### src/rtl/nor_32bit.sv
// Registered bitwise NOR unit for the ALU datapath: res = ~(a | b), one-cycle latency.
// Define NOR32_POPCNT_EN to add the ones_cnt popcount output.
module nor_32bit #(
    parameter int WIDTH = 32
) (
    input  logic             clk,
    input  logic             reset,
    input  logic             in_valid,
    input  logic [WIDTH-1:0] a,
    input  logic [WIDTH-1:0] b,
    output logic [WIDTH-1:0] res,
    output logic             out_valid,
    output logic             zero,
    output logic             all_ones
`ifdef NOR32_POPCNT_EN
    ,
    output logic [6:0]       ones_cnt
`endif
);

    logic [WIDTH-1:0] nor_vec;
    logic             zero_next;
    logic             all_next;

    for (genvar i = 0; i < WIDTH; i++) begin : g_cell
        assign nor_vec[i] = ~(a[i] | b[i]);
    end

    assign zero_next = ~|nor_vec;
    assign all_next  = &nor_vec;

`ifdef NOR32_POPCNT_EN
    // Heap-indexed adder tree: node k sums children 2k and 2k+1, leaves at 64..127.
    localparam int LEAVES = 64;

    logic [6:0] node [1:2*LEAVES-1];

    for (genvar i = 0; i < LEAVES; i++) begin : g_leaf
        if (i < WIDTH) begin : g_used
            assign node[LEAVES+i] = {6'd0, nor_vec[i]};
        end else begin : g_pad
            assign node[LEAVES+i] = 7'd0;
        end
    end

    for (genvar k = 1; k < LEAVES; k++) begin : g_sum
        assign node[k] = node[2*k] + node[2*k+1];
    end
`endif

    // Result and flags only load on a valid capture, so idle inputs never leak through.
    always_ff @(posedge clk or posedge reset) begin
        if (reset) begin
            res       <= '0;
            out_valid <= 1'b0;
            zero      <= 1'b1;
            all_ones  <= 1'b0;
`ifdef NOR32_POPCNT_EN
            ones_cnt  <= 7'd0;
`endif
        end else begin
            out_valid <= in_valid;
            if (in_valid) begin
                res      <= nor_vec;
                zero     <= zero_next;
                all_ones <= all_next;
`ifdef NOR32_POPCNT_EN
                ones_cnt <= node[1];
`endif
            end
        end
    end

endmodule

### config.mk
export PLATFORM = sky130hd
export DESIGN_NAME = nor_32bit
export DESIGN_NICKNAME = d
export VERILOG_FILES = /design/src/rtl/nor_32bit.sv
export SDC_FILE = /design/constraint.sdc
export NUM_CORES = 1
export LEC_CHECK = 0
export ABC_AREA = 0
export BUFFER_PORTS_ARGS = -buffer_cell sky130_fd_sc_hd__buf_2
export CORE_UTILIZATION = 42
export CTS_BUF_LIST = sky130_fd_sc_hd__clkbuf_8 sky130_fd_sc_hd__clkbuf_16
export CTS_CLUSTER_SIZE = 28
export DETAILED_ROUTE_END_ITERATION = 12
export PLACE_DENSITY = 0.81
export SLEW_MARGIN = 10
export SYNTH_ARGS = -nofsm -noshare
export SYNTH_HDL_FRONTEND = slang
export SYNTH_SLANG_ARGS = --single-unit
export TNS_END_PERCENT = 1
### constraint.sdc
create_clock -name clk -period 1 [get_ports clk]
set_input_delay 0.1 -clock clk [delete_from_list [all_inputs] [get_ports clk]]
set_output_delay 0.1 -clock clk [all_outputs]
set_load 0.01 [all_outputs]
==> results.sh <==
export IMPL_cts_buffers=5
export IMPL_grt_max_degree=36
export IMPL_path_delay_family="flip-flops"
export IMPL_worstSetupEndpointType="output pin"
export IMPL_final_common_cell="buf_2"
export IMPL_ios=102
export IMPL_setup_tns_ns=-0.0217
export IMPL_hp_start="a[20]"
export IMPL_crit_buf_inv=1
export IMPL_grt_pass1_vias=1525
export IMPL_yosysSeqAreaShare_pct=56.1
export IMPL_worstPathMaxFanout=2
export IMPL_final_min_clock_period_ns=1.02
export IMPL_path_depth=1
export IMPL_diodes=0
export IMPL_ctsLongestPathBuffers=2
export IMPL_rows=21
export IMPL_wl_per_cell_um=13.8
export IMPL_reg2reg_slack_ns=0.23
export IMPL_h_tree_depth=2
export IMPL_insertion_delay_ns=0.28
export IMPL_use_met2_pct=39.2
export IMPL_core_area_um2=3440
export IMPL_hold_ws_ns=0.0382
export IMPL_start_util_pct=45.4
export IMPL_powerDensity_nw_per_um2=1310
export IMPL_drv_slew=0
export IMPL_ant_nets=0
export IMPL_slowest_stage="dfstp_2"
export IMPL_cp_data_required_time_ns=0.90
export IMPL_cts_tree="yes"
export IMPL_synth_area_leader_cell="dfrtp_1"
export IMPL_syn_cell_area_um2=1560
export IMPL_port_buffers=101
export IMPL_syn_inst=133
export IMPL_drt_wl_total_um=4320
export IMPL_rsz0062_at_grt="yes"
export IMPL_syn_avg_cell_area_um2=11.8
export IMPL_remaining_drc_errors=0
export IMPL_die_area_um2=3970
export IMPL_power_leakage_uw=0.00132
export IMPL_layout_nets=333
export IMPL_post_cts_setup_buffer_count=0
export IMPL_setup_ws_ns=-0.0217
export IMPL_grt_usage_pct=23.8
export IMPL_setup_viol=1
export IMPL_antenna_found_initial=0
export IMPL_yosysTopAreaCellShare_pct=54.4
export IMPL_vias=1547
export IMPL_hold_path_depth=2
export IMPL_fp_dieW_um=63.0
export IMPL_utilization_pct=72.3
export IMPL_violations="setup timing"
export IMPL_use_met3_pct=7.48
export IMPL_critPathLaunchType="register"
export IMPL_drive_gt1_share_pct=66.7
export IMPL_worstRegToRegCells=1
export IMPL_grt_overflow=0
export IMPL_vdd_drop_max_mv=0.882
export IMPL_synthDistinctLibCells=17
export IMPL_syn2layout_area_growth_pct=59.0
export IMPL_r2r_end="res[11]"
export IMPL_dp_hpwl_um=3460
export IMPL_root_buffer="clkbuf_8"
export IMPL_fmax_ghz=0.979
export IMPL_met1_usage_pct=28.9
export IMPL_worstPathArrival_ns=0.92
export IMPL_grt_pass1_wl_um=7180
export IMPL_yosys_warnings=0
export IMPL_viasPerCell=4.94
export IMPL_gp_congestion=0.793
export IMPL_drt_iter0_markers=27
export IMPL_yosys_top_cells_area="dfrtp_1, mux2_2, nor2_1"
export IMPL_max_cap_viol_count=0
export IMPL_dp_cells=303
export IMPL_hold_path_class="in -> reg"
export IMPL_top_usage_layer="met2"
export IMPL_firstDrtPassIters=4
export IMPL_most_common_layout_cells="buf_2, dfrtp_1, mux2_2"
export IMPL_clk_pin_slew_ns=0.07
export IMPL_p_total_uw=3250
export IMPL_cts_sinks=35
export IMPL_hold_violations=0
export IMPL_cp_cell_sequence="buf_6"
export IMPL_die_h_um=63.0
export IMPL_syn_num_nets=200
export IMPL_ys_ff_latch=35
export IMPL_worstMarginPinSlew_ns=0.337
export IMPL_max_stage_delay_ns=0.54
export IMPL_maxSlewHeadroom_pct=77.3
export IMPL_clock_skew_ns=0
export IMPL_post_route_period_util_pct=102
export IMPL_reg2reg_from="res[11]"
export IMPL_status="finished with violations"
export IMPL_path_class="reg -> out"
export IMPL_final_cells=313
export IMPL_min_to="res[20]"
## cells in the mapped netlist, drive strengths merged
master	instances
mux2	30
nor4	9
nand2	4
nand4	8
buf	3
dfstp	1
dfrtp	34
or3	2
o31ai	4
o22ai	1
or4	1
nand3	2
inv	2
nor2	30
clkbuf	1
o21ai	1
## power by group
part           internal, µW  switching, µW  total, µW  leakage [µW]
Clock                   467            478        946     0.0000505
Sequential             1530           52.3       1580      0.000449
Combinational           382            336        718      0.000825
## final cells by class
type,count,area (µm²)
fill,254,955
sequential,35,877
timing repair buffer,130,747
multi-input combinational,92,717
clock buffer,5,68.8
tap,46,57.6
clock inverter,3,12.5
inverter,2,7.51
## per-stage QoR
step | cell area [µm²] | setup slack, ns
2_1_floorplan | 1610 | -0.0500
3_3_place_gp | 2370 | -0.271
3_5_place_dp | 2370 | -0.281
4_1_cts | 2480 | -0.0284
5_1_grt | 2490 | -0.0511
6_report | 2490 | -0.0217
## logic make-up after synthesis
group / synth area share, %
buffers and inverters: 1.68
AO/OA/AOI/OAI: 2.64
flip-flops: 56.1
AND/OR/NAND/NOR: 18.0
multiplexers: 21.6
## metal layers
layer	wire (µm)	vias to the layer above
met5	0	-
met4	92	0
met3	280	8
met2	2170	57
met1	1770	728
li1	-	754
## worst max path at each step
stage                to   from  slack, ns
2_1_floorplan  all_ones  b[23]      -0.05
3_3_place_gp   all_ones  b[18]      -0.27
3_5_place_dp   all_ones  b[23]      -0.28
4_1_cts            zero   zero      -0.03
5_1_grt            zero   zero      -0.05
6_report           zero   zero      -0.02
## sequential cells by signal, summed over array words and instances (netlist names)
register,flops
all_ones,1
zero,1
out_valid,1
res,32
## repair_timing
item	CTS	global route
hold buffers	2	0
endpoints found under the hold margin	35	0
endpoints found under the setup margin	1	3
gates resized for setup	1	2
No activity file was read; power rests on OpenSTA's default activity.
